===== src/rtl/cpu_pkg.sv =====
// rtl/cpu_pkg.sv - shared widths, register-zero constant and writeback entry type
package cpu_pkg;

    localparam int DATA_W = 32;
    localparam int ADDR_W = 5;

    localparam logic [ADDR_W-1:0] REG_ZERO = '0;

    typedef struct packed {
        logic [ADDR_W-1:0] dst;
        logic [DATA_W-1:0] data;
    } wb_entry_t;

endpackage


===== src/rtl/wb_load_fifo.sv =====
// rtl/wb_load_fifo.sv - circular queue of pending load results {dst, data}
//
// Ports:
//   CLK, reset        clock (rising edge), asynchronous active-low reset
//   push, push_entry  write one entry (ignored when full)
//   pop               drop the head entry (ignored when empty)
//   head              entry at the read pointer, valid when !empty
//   full, empty       functions of the registered pointers only
module wb_load_fifo
    import cpu_pkg::*;
#(
    parameter int DEPTH = 2
) (
    input  logic      CLK,
    input  logic      reset,
    input  logic      push,
    input  wb_entry_t push_entry,
    input  logic      pop,
    output wb_entry_t head,
    output logic      full,
    output logic      empty
);

    localparam int PW = $clog2(DEPTH);
    localparam logic [PW:0] PTR_ONE = {{PW{1'b0}}, 1'b1};

    // Pointers carry one extra MSB: equal low bits with differing MSBs means
    // the writer has lapped the reader, i.e. the queue is full.
    logic [PW:0] wr_ptr;
    logic [PW:0] rd_ptr;
    wb_entry_t   mem [DEPTH];

    logic do_push;
    logic do_pop;

    assign empty   = (wr_ptr == rd_ptr);
    assign full    = (wr_ptr[PW] != rd_ptr[PW]) && (wr_ptr[PW-1:0] == rd_ptr[PW-1:0]);
    assign do_push = push && !full;
    assign do_pop  = pop && !empty;
    assign head    = mem[rd_ptr[PW-1:0]];

    always_ff @(posedge CLK or negedge reset) begin
        if (!reset) begin
            wr_ptr <= '0;
            rd_ptr <= '0;
        end else begin
            if (do_push) begin
                wr_ptr <= wr_ptr + PTR_ONE;
            end
            if (do_pop) begin
                rd_ptr <= rd_ptr + PTR_ONE;
            end
        end
    end

    // Storage needs no reset: an entry is only read after it has been written.
    always_ff @(posedge CLK) begin
        if (do_push) begin
            mem[wr_ptr[PW-1:0]] <= push_entry;
        end
    end

endmodule


===== src/rtl/writeback_unit.sv =====
// rtl/writeback_unit.sv - register-file write port with load queue, ALU priority and pending-write scoreboard
//
// Optional feature: define WB_BYPASS_EN to add same-cycle forwarding of the
// committing result (rs_fwd/rt_fwd, fwd_data_rs/fwd_data_rt).
//
// Ports:
//   CLK, reset                      clock, asynchronous active-low reset
//   iss_valid, iss_dst              decode issues an instruction writing iss_dst
//   rs_addr, rt_addr                decode source registers
//   rs_busy, rt_busy, waw_stall     hazard flags from the pending scoreboard
//   alu_valid, alu_dst, alu_data    single-cycle ALU result, never stalled
//   mem_valid, mem_ready            load result handshake into the queue
//   mem_dst, mem_data               load result
//   wr_en, wr_addr, wr_data         registered register-file write
//   err_waw                         sticky flag: issue to an already-pending register
//   rs_fwd, rt_fwd, fwd_data_rs/rt  (WB_BYPASS_EN) forwarding of the committing result
module writeback_unit
    import cpu_pkg::*;
#(
    parameter int MEMQ_DEPTH = 2
) (
    input  logic              CLK,
    input  logic              reset,
    input  logic              iss_valid,
    input  logic [ADDR_W-1:0] iss_dst,
    input  logic [ADDR_W-1:0] rs_addr,
    input  logic [ADDR_W-1:0] rt_addr,
    output logic              rs_busy,
    output logic              rt_busy,
    output logic              waw_stall,
    input  logic              alu_valid,
    input  logic [ADDR_W-1:0] alu_dst,
    input  logic [DATA_W-1:0] alu_data,
    input  logic              mem_valid,
    output logic              mem_ready,
    input  logic [ADDR_W-1:0] mem_dst,
    input  logic [DATA_W-1:0] mem_data,
`ifdef WB_BYPASS_EN
    output logic              rs_fwd,
    output logic              rt_fwd,
    output logic [DATA_W-1:0] fwd_data_rs,
    output logic [DATA_W-1:0] fwd_data_rt,
`endif
    output logic              wr_en,
    output logic [ADDR_W-1:0] wr_addr,
    output logic [DATA_W-1:0] wr_data,
    output logic              err_waw
);

    localparam int NREGS = 2 ** ADDR_W;

    wb_entry_t  mem_entry;
    wb_entry_t  head_entry;
    wb_entry_t  sel_entry;
    logic       q_full;
    logic       q_empty;
    logic       q_push;
    logic       q_pop;
    logic       sel_valid;
    logic       commit_we;

    logic [NREGS-1:0] pending;
    logic [NREGS-1:0] pending_nxt;
    logic             rs_pend;
    logic             rt_pend;

    assign mem_entry = '{dst: mem_dst, data: mem_data};

    // mem_ready depends on registered pointers only; a pop this cycle does not
    // open a slot until the next one, which keeps mem_ready off the ALU path.
    assign mem_ready = !q_full;
    assign q_push    = mem_valid && mem_ready;

    wb_load_fifo #(
        .DEPTH (MEMQ_DEPTH)
    ) u_load_fifo (
        .CLK        (CLK),
        .reset      (reset),
        .push       (q_push),
        .push_entry (mem_entry),
        .pop        (q_pop),
        .head       (head_entry),
        .full       (q_full),
        .empty      (q_empty)
    );

    // ALU results cannot wait, so they always win; the queue drains in bubbles.
    always_comb begin
        sel_valid = 1'b0;
        q_pop     = 1'b0;
        sel_entry = head_entry;
        if (alu_valid) begin
            sel_valid = 1'b1;
            sel_entry = '{dst: alu_dst, data: alu_data};
        end else if (!q_empty) begin
            sel_valid = 1'b1;
            q_pop     = 1'b1;
        end
    end

    // A commit to r0 still consumes its slot but never reaches the register file.
    assign commit_we = sel_valid && (sel_entry.dst != REG_ZERO);

    // Clear first, then set, so an issue to a register committing this same
    // cycle leaves the newer write pending.
    always_comb begin
        pending_nxt = pending;
        if (sel_valid) begin
            pending_nxt[sel_entry.dst] = 1'b0;
        end
        if (iss_valid && (iss_dst != REG_ZERO)) begin
            pending_nxt[iss_dst] = 1'b1;
        end
    end

    always_ff @(posedge CLK or negedge reset) begin
        if (!reset) begin
            wr_en   <= 1'b0;
            wr_addr <= '0;
            wr_data <= '0;
            pending <= '0;
            err_waw <= 1'b0;
        end else begin
            wr_en   <= commit_we;
            if (commit_we) begin
                wr_addr <= sel_entry.dst;
                wr_data <= sel_entry.data;
            end
            pending <= pending_nxt;
            if (iss_valid && waw_stall) begin
                err_waw <= 1'b1;
            end
        end
    end

    assign rs_pend   = (rs_addr != REG_ZERO) && pending[rs_addr];
    assign rt_pend   = (rt_addr != REG_ZERO) && pending[rt_addr];
    assign waw_stall = pending[iss_dst];

`ifdef WB_BYPASS_EN
    // The result being selected now is the value decode would have waited for,
    // so hand it over directly and drop the stall in the same cycle.
    assign rs_fwd      = commit_we && (sel_entry.dst == rs_addr);
    assign rt_fwd      = commit_we && (sel_entry.dst == rt_addr);
    assign fwd_data_rs = sel_entry.data;
    assign fwd_data_rt = sel_entry.data;
    assign rs_busy     = rs_pend && !rs_fwd;
    assign rt_busy     = rt_pend && !rt_fwd;
`else
    assign rs_busy     = rs_pend;
    assign rt_busy     = rt_pend;
`endif

endmodule


===== config.mk =====
export PLATFORM = sky130hd
export DESIGN_NAME = writeback_unit
export DESIGN_NICKNAME = d
export VERILOG_FILES = /design/src/rtl/cpu_pkg.sv /design/src/rtl/wb_load_fifo.sv /design/src/rtl/writeback_unit.sv
export SDC_FILE = /design/constraint.sdc
export NUM_CORES = 1
export LEC_CHECK = 0
export CAP_MARGIN = 10
export CORE_MARGIN = 1
export CORE_UTILIZATION = 30
export DETAILED_ROUTE_END_ITERATION = 8
export SYNTH_ARGS = -nofsm -noshare
export SYNTH_HDL_FRONTEND = slang
export SYNTH_SLANG_ARGS = --single-unit

===== constraint.sdc =====
create_clock -name CLK -period 2.7 [get_ports CLK]
set_input_delay 0.54 -clock CLK [delete_from_list [all_inputs] [get_ports CLK]]
set_output_delay 0.54 -clock CLK [all_outputs]
set_load 0.05 [all_outputs]

==> impl_metrics.py <==
metrics = {
    "logic_synthesis": {
        "synth.most_common_cell": "o21ai_0",
        "synth_seq_cells": 149,
        "synth_compound_area_share_pct": 9.748,
        "synth.area.top_cells": "edfxtp_1, dfrtp_1, mux2i_1",
        "synth_top_family_by_area": "multiplexers",
        "ys_types": 35,
        "synth_top_area_cell": "edfxtp_1",
        "yosysWarningCount": 0,
        "synth_mux_area_share_pct": 21.80,
        "syn_area_sq_um": 6803,
        "post_synth_xor_area_fraction_pct": 0.5150,
        "ys_async_sr_fraction_pct": 50.34,
        "synth_ff_type": "dfrtp_1",
        "yosysSeqAreaShare_pct": 60.25,
        "syn_inst": 495,
        "synth_common_cells": "o21ai_0, dfrtp_1, edfxtp_1",
        "synth-adder-area-share_pct": 0,
        "yosysTopAreaCellShare_pct": 32.67,
        "synthSimpleGateAreaFrac_pct": 5.371,
        "syn_area_per_cell_sq_um": 13.74,
        "synth_nets": 589,
        "synth_edf_count": 74,
    },
    "timing": {
        "setup_slack_ps": -111.2,
        "slew_viol_final": 0,
        "finClkSkew_ps": 11.07,
        "relSlewSlack_pct": 39.13,
        "period_minus_slack_ps": 2811,
        "rsz0062_at_grt": "true",
        "setup_tns_ps": -201.7,
        "setup_viol": 2,
        "tightest_slew_ps": 913.0,
        "fin_crit_sh_pct": 104.1,
        "fmax_mhz": 355.7,
        "hold_viol_final": 0,
    },
    "placement": {
        "place_ws_ps": -491.2,
        "dp_hpwl_um": 12470,
        "place_area_sq_um": 8635,
        "gp_congestion": 0.9693,
        "portBuffers": 136,
        "placed_cells": 911,
    },
    "worst_hold_path": {
        "holdCritPathClass": "in -> async",
    },
    "global_routing": {
        "antenna_found_initial": 1,
        "grtUsageTotal_pct": 15.91,
        "grt_pass1_vias": 5220,
        "grt_max_degree": 66,
        "overflow": 0,
        "grt_pass1_wl_um": 28430,
    },
    "worst_setup_path": {
        "path_max_fanout": 4,
        "cp.required_ps": 2160,
        "worstPathArrival_ps": 2270,
        "cpMaxStageDelayCell": "mux4_2",
        "critPathMaxStageDelay_ps": 480,
        "crit_family": "multiplexers",
        "critPathKind": "reg -> out",
        "crit_chain": "mux4_2 -> mux4_2 -> mux2_4 -> buf_8",
        "end_kind": "output port",
        "crit_buf_inv": 1,
        "cp_common_cell": "mux4_2",
        "reg2reg_slack_ps": 320,
        "startpoint_type": "register",
    },
    "power_and_ir_drop": {
        "combinationalPowerShare_pct": 42.0,
        "p_leak_nw": 3.757,
        "peakVddDrop_v": 0.0007606,
        "pwr-share-seq_pct": 35.6,
        "powerDensity_nw_per_um2": 1197,
        "internal_power_mw": 6.901,
        "power_switching_mw": 4.383,
        "pwr-share-clk_pct": 22.4,
        "sw_frac_of_total_pct": 38.84,
    },
    "layout": {
        "finish.utilization_pct": 42.80,
        "fillers": 2027,
        "nets": 751,
        "layout-area-overhead-vs-synth_pct": 38.59,
        "design_area_sq_um": 9428,
        "n_antenna_cell": 0,
        "finalNonFillerCells": 950,
        "layout-drive-gt1-share_pct": 21.79,
    },
    "outcome": {
        "outcome": "finished, violations left",
        "violations": "design-rule violations, negative setup slack",
    },
    "floorplan": {
        "core_area_sq_um": 22030,
        "ios": 137,
        "dieArea_sq_um": 23280,
        "initial_core_util_pct": 30.89,
        "die_x_um": 152.6,
        "rows": 54,
        "die_h_um": 152.6,
    },
    "route": {
        "drc": 8,
        "routed_via_density": 5.038,
        "drtIter0Drc": 204,
        "ant_nets": 0,
        "vias": 4786,
        "wl_um": 17840,
        "drtPass1Iterations": 7,
        "wire_per_inst_um": 18.77,
    },
    "clock_tree": {
        "clock_latency_ps": 420,
        "cts_made_buffers": 17,
        "cts_tree": "built",
        "clk_pin_slew_ps": 70,
        "cts-root-buf": "clkbuf_16",
        "clock-sinks": 149,
        "htree_levels": 4,
        "clk_path_buf_depth": 2,
    },
    "job": {
        "drv_cap": 0,
    },
}
-- logic make-up (layout without fill, tap and decap cells) --
| kind of cell | Yosys count | after routing |
|---|---|---|
| flops | 149 | 149 |
| xor+xnor | 4 | 4 |
| mux | 111 | 111 |
| buf+inv | 31 | 206 |
| compound gates | 124 | 124 |
| simple gates | 76 | 76 |
-- placed cells by master (no fill, tap or decap), types with 2 or more instances in the layout --
cell / instances
buf_12: 5
nor4_2: 2
clkinv_4: 2
bufinv_16: 3
buf_2: 2
a21oi_1: 5
mux2_2: 5
clkbuf_16: 17
dfrtp_2: 3
buf_4: 29
mux2_1: 3
or3_1: 5
dlygate4sd2_1: 5
dfrtp_1: 72
mux4_2: 18
mux2i_2: 2
mux2_4: 28
buf_6: 2
edfxtp_1: 74
o221ai_1: 2
nand3b_1: 5
o21a_1: 5
buf_8: 2
xor2_1: 2
clkdlybuf4s50_1: 122
inv_6: 3
o21ai_1: 3
nand3_1: 10
or3b_4: 2
xnor2_1: 2
o21ai_0: 96
inv_8: 6
mux2i_1: 55
or3b_2: 2
o22ai_2: 4
inv_1: 4
o22ai_1: 6
nand2_1: 43
-- per-layer routing --
layer / vias up / global-route usage [%] / share of wire [%]
li1: 2202 / - / -
met2: 219 / 24.90 / 46
met1: 2334 / 20.30 / 43
met4: 0 / 5.724 / 1.9
met5: - / 0 / 0
met3: 31 / 5.603 / 8.7
-- final timing paths --
path | startpoint | endpoint | cells past startpoint
worst max-delay path | pending[14] | rs_busy | 4
worst min-delay path | reset | pending[30] | 1
worst max register to register | u_load_fifo.rd_ptr[0] | wr_data[10] | 6
worst min register to register | err_waw | err_waw | 1
max in group asynchronous | reset | wr_data[4] | 2
min in group CLK | err_waw | err_waw | 1
-- final cells by class --
type	instances	area, sq um	share of cell area, %
sequential	149	4103	43.52
multi-input combinational	315	2615	27.74
timing repair buffer	170	1710	18.14
clock buffer	17	425.4	4.512
tap	280	350.3	3.716
clock inverter	15	209.0	2.216
inverter	4	15.01	0.1593
-- state kept, by name (all words and copies together) (netlist names) --
signal and cells:
wr_en 1, wr_addr 5, u_load_fifo.rd_ptr 2, pending 32, err_waw 1, u_load_fifo.wr_ptr 2
wr_data 32, u_load_fifo.mem 74
-- stage by stage --
step / power [mW] / hold slack, ps
final: 11.28 / 234.9
after global routing: 11.84 / 288.5
after CTS: 11.36 / 277.3
after detailed placement: 8.687 / 474.8
after global placement: 8.579 / 438.7
after floorplan: 7.049 / 244.4
-- repair_timing --
item                                    CTS  global route
pin swaps                                 1             1
hold buffers                              0             0
endpoints found under the setup margin    3             3
cloned                                    3             0
setup buffers                             3             1
gates resized for setup                  32             6
-- power groups by stage --
stage	combinational, mW	sequential, mW	clock, mW
after floorplan	2.29	4.76	0
after global placement	4.57	4.01	0
after detailed placement	4.65	4.03	0
after CTS	4.77	4.00	2.58
after global routing	5.06	4.11	2.67
final	4.74	4.01	2.53
No activity file was read; power rests on OpenSTA's default activity.
